[src/rtl/dmem_arbiter_if.sv]
// dmem_arbiter_if
//   Request/response bundle for one master of dmem_arbiter.
//   Signals (master view):
//     req_valid  out  request present
//     req_ready  in   request accepted this cycle (combinational)
//     req_we     out  1 = write, 0 = read
//     req_addr   out  word address (ADDR_W)
//     req_wdata  out  write data (N)
//     req_lock   out  keep ownership after this request
//     resp_valid in   one-cycle pulse, the cycle after accept
//     resp_rdata in   read data (0 for writes), holds between responses
interface dmem_arbiter_if #(
    parameter int N      = 32,
    parameter int ADDR_W = 32
) ();
    logic              req_valid;
    logic              req_ready;
    logic              req_we;
    logic [ADDR_W-1:0] req_addr;
    logic [N-1:0]      req_wdata;
    logic              req_lock;
    logic              resp_valid;
    logic [N-1:0]      resp_rdata;

    modport master (
        output req_valid, req_we, req_addr, req_wdata, req_lock,
        input  req_ready, resp_valid, resp_rdata
    );

    modport slave (
        input  req_valid, req_we, req_addr, req_wdata, req_lock,
        output req_ready, resp_valid, resp_rdata
    );
endinterface

[src/rtl/dmem_arbiter.sv]
// dmem_arbiter
//   Shares the single port of data_memory32 (combinational read, write on the
//   rising clock edge) between master 0 (core load/store) and master 1
//   (debug/DMA). Round-robin on conflict, optional per-master lock for atomic
//   sequences with forced release after LOCK_MAX consecutive locked grants.
//   Each accepted request gets a registered response one cycle later.
//   Ports:
//     clk              in   rising-edge clock
//     rst_n            in   asynchronous active-low reset
//     m0, m1           slave side of dmem_arbiter_if (request/response)
//     mem_write_enable out  to data_memory32.write_enable
//     mem_addr         out  to data_memory32.addr
//     mem_write_data   out  to data_memory32.write_data
//     mem_read_data    in   from data_memory32.read_data
module dmem_arbiter #(
    parameter int N        = 32,
    parameter int ADDR_W   = 32,
    parameter int LOCK_MAX = 8
) (
    input  logic              clk,
    input  logic              rst_n,
    dmem_arbiter_if.slave     m0,
    dmem_arbiter_if.slave     m1,
    output logic              mem_write_enable,
    output logic [ADDR_W-1:0] mem_addr,
    output logic [N-1:0]      mem_write_data,
    input  logic [N-1:0]      mem_read_data
);
    localparam int CNT_W = $clog2(LOCK_MAX + 1);

    typedef enum logic [1:0] {
        IDLE = 2'd0,
        OWN0 = 2'd1,
        OWN1 = 2'd2
    } state_t;

    state_t            state_q, state_d;
    logic              last_grant_q, last_grant_d;
    logic [CNT_W-1:0]  lock_cnt_q, lock_cnt_d;
    logic [CNT_W-1:0]  lock_cnt_inc;

    logic              grant0, grant1;
    logic              acc0, acc1, acc;
    logic              sel_we, sel_lock;

    logic              resp_valid0_q, resp_valid1_q;
    logic [N-1:0]      rdata0_q, rdata1_q;

    // Grant: an owner excludes the other master; otherwise a tie goes to the
    // master that did not win last.
    always_comb begin
        grant0 = 1'b0;
        grant1 = 1'b0;
        case (state_q)
            OWN0: grant0 = 1'b1;
            OWN1: grant1 = 1'b1;
            default: begin
                if (m0.req_valid && m1.req_valid) begin
                    grant0 = last_grant_q;
                    grant1 = !last_grant_q;
                end else begin
                    grant0 = m0.req_valid;
                    grant1 = m1.req_valid;
                end
            end
        endcase
    end

    // Gating with rst_n keeps any write off the memory while reset is held,
    // even though the grant logic itself is combinational.
    assign acc0 = grant0 && m0.req_valid && rst_n;
    assign acc1 = grant1 && m1.req_valid && rst_n;
    assign acc  = acc0 || acc1;

    assign m0.req_ready = acc0;
    assign m1.req_ready = acc1;

    // Only the accepted master's fields reach the memory; everything else is
    // forced to zero so undriven fields never leak onto the bus.
    always_comb begin
        sel_we         = 1'b0;
        sel_lock       = 1'b0;
        mem_addr       = '0;
        mem_write_data = '0;
        if (acc0) begin
            sel_we         = m0.req_we;
            sel_lock       = m0.req_lock;
            mem_addr       = m0.req_addr;
            mem_write_data = m0.req_wdata;
        end else if (acc1) begin
            sel_we         = m1.req_we;
            sel_lock       = m1.req_lock;
            mem_addr       = m1.req_addr;
            mem_write_data = m1.req_wdata;
        end
    end

    assign mem_write_enable = sel_we;

    assign lock_cnt_inc = lock_cnt_q + 1'b1;

    // Ownership only changes on an accept; idle cycles in OWNx leave the
    // count untouched.
    always_comb begin
        state_d      = state_q;
        lock_cnt_d   = lock_cnt_q;
        last_grant_d = last_grant_q;
        if (acc) begin
            last_grant_d = acc1;
            if (!sel_lock) begin
                state_d    = IDLE;
                lock_cnt_d = '0;
            end else if (state_q == IDLE) begin
                state_d    = acc1 ? OWN1 : OWN0;
                lock_cnt_d = CNT_W'(1);
            end else if (lock_cnt_inc == CNT_W'(LOCK_MAX)) begin
                state_d    = IDLE;
                lock_cnt_d = '0;
            end else begin
                lock_cnt_d = lock_cnt_inc;
            end
        end
    end

    always_ff @(posedge clk or negedge rst_n) begin
        if (!rst_n) begin
            state_q       <= IDLE;
            last_grant_q  <= 1'b1;
            lock_cnt_q    <= '0;
            resp_valid0_q <= 1'b0;
            resp_valid1_q <= 1'b0;
            rdata0_q      <= '0;
            rdata1_q      <= '0;
        end else begin
            state_q       <= state_d;
            last_grant_q  <= last_grant_d;
            lock_cnt_q    <= lock_cnt_d;
            resp_valid0_q <= acc0;
            resp_valid1_q <= acc1;
            if (acc0) rdata0_q <= sel_we ? '0 : mem_read_data;
            if (acc1) rdata1_q <= sel_we ? '0 : mem_read_data;
        end
    end

    assign m0.resp_valid = resp_valid0_q;
    assign m0.resp_rdata = rdata0_q;
    assign m1.resp_valid = resp_valid1_q;
    assign m1.resp_rdata = rdata1_q;
endmodule
[src/flat_wrapper.sv]
// flat-port wrapper written by rule: the top's interface ports become plain ports
module dmem_arbiter_flat 
#(
    parameter int N        = 32,
    parameter int ADDR_W   = 32,
    parameter int LOCK_MAX = 8
)
  (clk, rst_n, mem_write_enable, mem_addr, mem_write_data, mem_read_data, m0_req_valid, m0_req_we, m0_req_addr, m0_req_wdata, m0_req_lock, m0_req_ready, m0_resp_valid, m0_resp_rdata, m1_req_valid, m1_req_we, m1_req_addr, m1_req_wdata, m1_req_lock, m1_req_ready, m1_resp_valid, m1_resp_rdata);
  dmem_arbiter_if #(.N(N), .ADDR_W(ADDR_W)) m0_i ();
  dmem_arbiter_if #(.N(N), .ADDR_W(ADDR_W)) m1_i ();
  input  logic clk;
  input  logic rst_n;
  output logic mem_write_enable;
  output logic [ADDR_W-1:0] mem_addr;
  output logic [N-1:0] mem_write_data;
  input  logic [N-1:0] mem_read_data;
  input wire logic [$bits(m0_i.req_valid)-1:0] m0_req_valid;
  input wire logic [$bits(m0_i.req_we)-1:0] m0_req_we;
  input wire logic [$bits(m0_i.req_addr)-1:0] m0_req_addr;
  input wire logic [$bits(m0_i.req_wdata)-1:0] m0_req_wdata;
  input wire logic [$bits(m0_i.req_lock)-1:0] m0_req_lock;
  output wire logic [$bits(m0_i.req_ready)-1:0] m0_req_ready;
  output wire logic [$bits(m0_i.resp_valid)-1:0] m0_resp_valid;
  output wire logic [$bits(m0_i.resp_rdata)-1:0] m0_resp_rdata;
  input wire logic [$bits(m1_i.req_valid)-1:0] m1_req_valid;
  input wire logic [$bits(m1_i.req_we)-1:0] m1_req_we;
  input wire logic [$bits(m1_i.req_addr)-1:0] m1_req_addr;
  input wire logic [$bits(m1_i.req_wdata)-1:0] m1_req_wdata;
  input wire logic [$bits(m1_i.req_lock)-1:0] m1_req_lock;
  output wire logic [$bits(m1_i.req_ready)-1:0] m1_req_ready;
  output wire logic [$bits(m1_i.resp_valid)-1:0] m1_resp_valid;
  output wire logic [$bits(m1_i.resp_rdata)-1:0] m1_resp_rdata;
  assign m0_i.req_valid = m0_req_valid;
  assign m0_i.req_we = m0_req_we;
  assign m0_i.req_addr = m0_req_addr;
  assign m0_i.req_wdata = m0_req_wdata;
  assign m0_i.req_lock = m0_req_lock;
  assign m0_req_ready = m0_i.req_ready;
  assign m0_resp_valid = m0_i.resp_valid;
  assign m0_resp_rdata = m0_i.resp_rdata;
  assign m1_i.req_valid = m1_req_valid;
  assign m1_i.req_we = m1_req_we;
  assign m1_i.req_addr = m1_req_addr;
  assign m1_i.req_wdata = m1_req_wdata;
  assign m1_i.req_lock = m1_req_lock;
  assign m1_req_ready = m1_i.req_ready;
  assign m1_resp_valid = m1_i.resp_valid;
  assign m1_resp_rdata = m1_i.resp_rdata;
  dmem_arbiter #(.N(N), .ADDR_W(ADDR_W), .LOCK_MAX(LOCK_MAX)) u_core (.clk(clk), .rst_n(rst_n), .m0(m0_i), .m1(m1_i), .mem_write_enable(mem_write_enable), .mem_addr(mem_addr), .mem_write_data(mem_write_data), .mem_read_data(mem_read_data));
endmodule
[config.mk]
export PLATFORM = sky130hd
export DESIGN_NAME = dmem_arbiter_flat
export DESIGN_NICKNAME = d
export VERILOG_FILES = /design/src/rtl/dmem_arbiter_if.sv /design/src/rtl/dmem_arbiter.sv /design/src/flat_wrapper.sv
export SDC_FILE = /design/constraint.sdc
export NUM_CORES = 1
export LEC_CHECK = 0
export CAP_MARGIN = 20
export CORE_AREA = 2 2 117 119
export CTS_CLUSTER_SIZE = 12
export DETAILED_ROUTE_END_ITERATION = 10
export DIE_AREA = 0 0 119 121
export PLACE_DENSITY = 0.73
export SLEW_MARGIN = 40
export SYNTH_ARGS = -nofsm -noshare
export SYNTH_HDL_FRONTEND = slang
export SYNTH_SLANG_ARGS = --single-unit
[constraint.sdc]
create_clock -name clk -period 2.67 [get_ports clk]
set_input_delay 0.534 -clock clk [delete_from_list [all_inputs] [get_ports clk]]
set_output_delay 0.534 -clock clk [all_outputs]
set_load 0.02 [all_outputs]
---- After elaboration in Yosys (flattened, before gate mapping) ----
Index checks and enable logic that the tools add are counted.
word-level totals
  word-level logic and storage cells ...... 41
  output and inout bits ................... 133
  register bits ........................... 73
  bits of input ports ..................... 168
cells by class
  equality and inequality tests ........... 4
  add/sub/neg operators ................... 1
  reductions and logical operators ........ 9
  mux-type cells .......................... 20
operator list
  operator               count
  $mux W32               5
  $mux W4                3
  $mux W2                4
  $mux W1                6
  $logic_and A1 B1 Y1    5
  $add A4 B1 Y4 const B  1
  $eq A4 B4 Y1 const B   1
  $pmux W1 S2            2
  $ne A3 B3 Y1 const B   1
  $eq A2 B1 Y1 const B   1
  $eq A2 B2 Y1 const B   1
  $logic_not A2 Y1       1
  $reduce_and A2 Y1      1
  $logic_not A1 Y1       1
  $logic_or A1 B1 Y1     1

---- Longest topological paths before layout ----
  word-level depth ........................ 9
  depth in mapped cells ................... 11
  mapped depth without buffers ............ 8

---- Worst setup path after synthesis ----
OpenSTA, ideal clock, no wires.
  path kind ............................... register -> output
  start ................................... register u_core.state_q[0]
  end ..................................... output mem_addr[10]
  data required time ...................... 2136 ps
  data arrival time ....................... 2030 ps
  slack ................................... 106 ps
  cell stages (with the launch flop) ...... 11
  cell sequence ........................... dfrtp_1 -> inv_1 -> ha_1 -> nor2b_4 -> or3_1 -> buf_4 -> clkinv_4 -> nor2_2 -> buf_4 -> buf_4 -> a22o_1
on the way
  cells in the longest elaborated chain, start to end .. 6
  elaborated cells between the ends (all ways) .. 10
  those cells by class .................... 2 x eq/ne; 4 x mux; 4 x reduce/logical
ends and longest elaborated chain
  element                                       RTL line             source
  start: declaration                            dmem_arbiter.sv:37   state_t state_q, state_d;
  start signal: assignment                      dmem_arbiter.sv:135  state_q <= state_d;
  $eq A2 B2 Y1 or $eq A2 B1 Y1 (tied branches)  dmem_arbiter.sv:54   case (state_q)
  $pmux W1 S2                                   dmem_arbiter.sv:54
  $logic_and A1 B1 Y1 (2 in a row)              dmem_arbiter.sv:72   assign acc1 = grant1 && m1.req_valid && rst_n;
  $mux W32                                      dmem_arbiter.sv:90   end else if (acc1) begin
  $mux W32 (*)                                  dmem_arbiter.sv:85   if (acc0) begin
  end: declaration                              flat_wrapper.sv:14   output logic [ADDR_W-1:0] mem_addr;
Mark *: on every way between the ends. The rest lies on a longest branch, timed or not.

---- Final worst setup path ----
  start ................................... register u_core.state_q[0]
  end ..................................... output mem_addr[2]
Same word-level chain as after synthesis.

==> results.sh <==
export IMPL_p_leak_uw=0.00343
export IMPL_io_pins=301
export IMPL_grt_ovfl_total=0
export IMPL_clkSinkCount=73
export IMPL_postRouteAntennaNets=0
export IMPL_holdBufCountCts=0
export IMPL_place_area_um2=7200
export IMPL_hold_slack_ns=0.162
export IMPL_cts_tree="built"
export IMPL_row_count=42
export IMPL_final_common_cell="clkdlybuf4s50_1"
export IMPL_syn_inst=412
export IMPL_status="complete, but fails checks"
export IMPL_fin_nets=894
export IMPL_start_util=0.300
export IMPL_relSlewSlack=0.610
export IMPL_grt_pass1_wl_um=25900
export IMPL_syn_to_final_growth_pct=91.2
export IMPL_power_density_nw_per_um2=1050
export IMPL_final_layout_size_suffix_gt1_frac=0.215
export IMPL_grt_max_degree=64
export IMPL_setup_tns_ns=-6.30
export IMPL_core_um2=13100
export IMPL_dpl_hpwl_um=14200
export IMPL_path_max_fanout=33
export IMPL_clkTransAtPathRegs_ns=0.05
export IMPL_synth_area_um2=3920
export IMPL_rsz0062_at_grt="true"
export IMPL_drtIter0Drc=226
export IMPL_clock_latency_ns=0.33
export IMPL_cts_root_buffer="clkbuf_16"
export IMPL_drc_errors=0
export IMPL_synth_distinct_cells=35
export IMPL_avgSynthCellArea_um2=9.51
export IMPL_die_area_um2=14400
export IMPL_setup_slack_ns=-0.141
export IMPL_finClkSkew_ns=0.00364
export IMPL_max_freq_ghz=0.356
export IMPL_ys_seq_area_frac=0.466
export IMPL_synth_nets=584
export IMPL_vias=4393
export IMPL_yosys_warnings=0
export IMPL_post_route_util=0.573
export IMPL_wirelength_um=18000
export IMPL_finalCritPeriodShare=1.05
export IMPL_vias_per_cell=4.86
export IMPL_crit_path_end_kind="primary output"
export IMPL_min_delay_path_class="input pin to async pin"
export IMPL_die_x_um=119
export IMPL_slew_viol_final=0
export IMPL_fin_area_um2=7490
export IMPL_grt_pass1_vias=4417
export IMPL_finalSetupViolCount=65
export IMPL_worstPathRequired_ns=2.14
export IMPL_die_h_um=121
export IMPL_maxCapViolations=0
export IMPL_timing_final_hold_violations=0
export IMPL_h_tree_depth=3
export IMPL_place_port_buffers=300
export IMPL_worstSetupPathType="flip-flop to primary output"
export IMPL_place_gp_congestion=0.925
export IMPL_crit_path_start_kind="flip-flop"
export IMPL_drt_pass1_iter_count=6
export IMPL_grt_usage=0.240
export IMPL_tightestPinTransition_ns=0.585
export IMPL_ys_seq_elements=73
export IMPL_most_common_layout_cells="232 x clkdlybuf4s50_1, 136 x nand2_1, 72 x dfrtp_1"
export IMPL_antenna_found_initial=2
export IMPL_numCtsBuffers=9
export IMPL_clock_path_buffers=2
export IMPL_avgRoutedWirePerCell_um=20.0
export IMPL_arrival_ns=2.28
export IMPL_failed_checks="negative setup slack"
export IMPL_period_needed_ns=2.81
export IMPL_irDropWorstVdd_mv=0.411
## timing repair
| action | in CTS | in global routing |
|---|---|---|
| buffers inserted | 4 | 0 |
| resized for setup | 292 | 18 |
| pin swaps | 0 | 0 |
| setup endpoints to repair | 70 | 67 |
| gates cloned | 0 | 1 |
## registers in the layout (all words and copies together) (netlist names)
name and cells:
u_core.m0.resp_valid 1, u_core.m1.resp_valid 1, u_core.state_q 2, u_core.m1.resp_rdata 32, u_core.last_grant_q 1, u_core.lock_cnt_q 4
u_core.m0.resp_rdata 32
## layout make-up
type | count | area [µm²]
diodes | 1 | 2.50
clock inverters | 3 | 65.1
repair buffers | 334 | 3200
clock buffers | 12 | 246
flip-flops and latches | 73 | 1830
multi-input cells | 298 | 1910
inverters | 6 | 30.0
fillers | 1143 | 5590
well taps | 176 | 220
## worst paths after layout
path                                          start                       end  slack [ns]  cells after the start
min reg2reg                u_core.m0.resp_rdata[11]  u_core.m0.resp_rdata[11]        0.46                      2
min                                           rst_n  u_core.m0.resp_rdata[25]        0.16                      2
max in group asynchronous                     rst_n  u_core.m0.resp_rdata[26]        1.81                      3
min in group clk           u_core.m0.resp_rdata[11]  u_core.m0.resp_rdata[11]        0.46                      2
max reg2reg                       u_core.state_q[0]   u_core.m1.resp_rdata[2]        0.16                     10
max                               u_core.state_q[0]               mem_addr[2]       -0.14                      9
## through the flow
stage               setup slack [ns]  std cells  total power, µW
CTS                           -0.211        901             7830
global placement              -0.651        882             6480
finish                        -0.141        903             7860
global route                  -0.201        902             8230
detailed placement            -0.687        882             6580
floorplan                      0.106        412             4240
## logic make-up (layout without fill, tap and decap cells)
family | Yosys count | after routing | synth area share
other | 0 | 1 | 0
buffers and inverters | 41 | 355 | 0.0619
DFF | 73 | 73 | 0.466
xor gates and xnor gates | 1 | 1 | 0.00223
AOI/OAI and AO/OA | 114 | 114 | 0.248
adders and majority gates | 4 | 4 | 0.0128
and+or+nand+nor | 179 | 179 | 0.209
## worst max-delay path: stages, from the launching register on
cell and delay (ns):
dfrtp_1 0.39, inv_2 0.09, ha_4 0.22, nor2b_4 0.13, or3_4 0.40, inv_8 0.09
nor2_4 0.06, buf_12 0.18, a22o_4 0.24, buf_12 0.13
## layer usage
metal / track usage / part of all wire / vias to the layer above
met5: 0 / 0.00055 / -
met3: 0.0672 / 0.080 / 29
met4: 0.0990 / 0.031 / 2
li1: - / - / 2069
met1: 0.263 / 0.37 / 2070
met2: 0.436 / 0.52 / 223
## Yosys cell counts, drive strengths merged
master     n  area (µm²)
inv        5        18.8
dfrtp     72        1800
buf       24         174
nand2b     1        6.26
nor3b      1        7.51
nand2    136         510
o21ai     37         294
o221ai     1        8.76
o31a       1        8.76
ha         4        50.1
or3        1        6.26
dfstp      1        26.3
a32o       1        10.0
o2bb2ai    1        8.76
nand3      1        5.00
a22o      67         596
a211oi     1        7.51
clkbuf    11        41.3
o2111ai    1        15.0
nor2       4        17.5
a31oi      1        6.26
a21oi      2        10.0
clkinv     1        8.76
xor2       1        8.76
o22ai      1        6.26
nand3b    32         240
nor4       1        6.26
nor2b      2        20.0
## report_power, final
group / leakage [µW] / switching (µW) / internal (µW)
logic: 0.00234 / 2490 / 2180
registers: 0.000940 / 294 / 1620
clock network: 0.000153 / 432 / 837
Note: power is estimated with default switching activity, not from simulation.
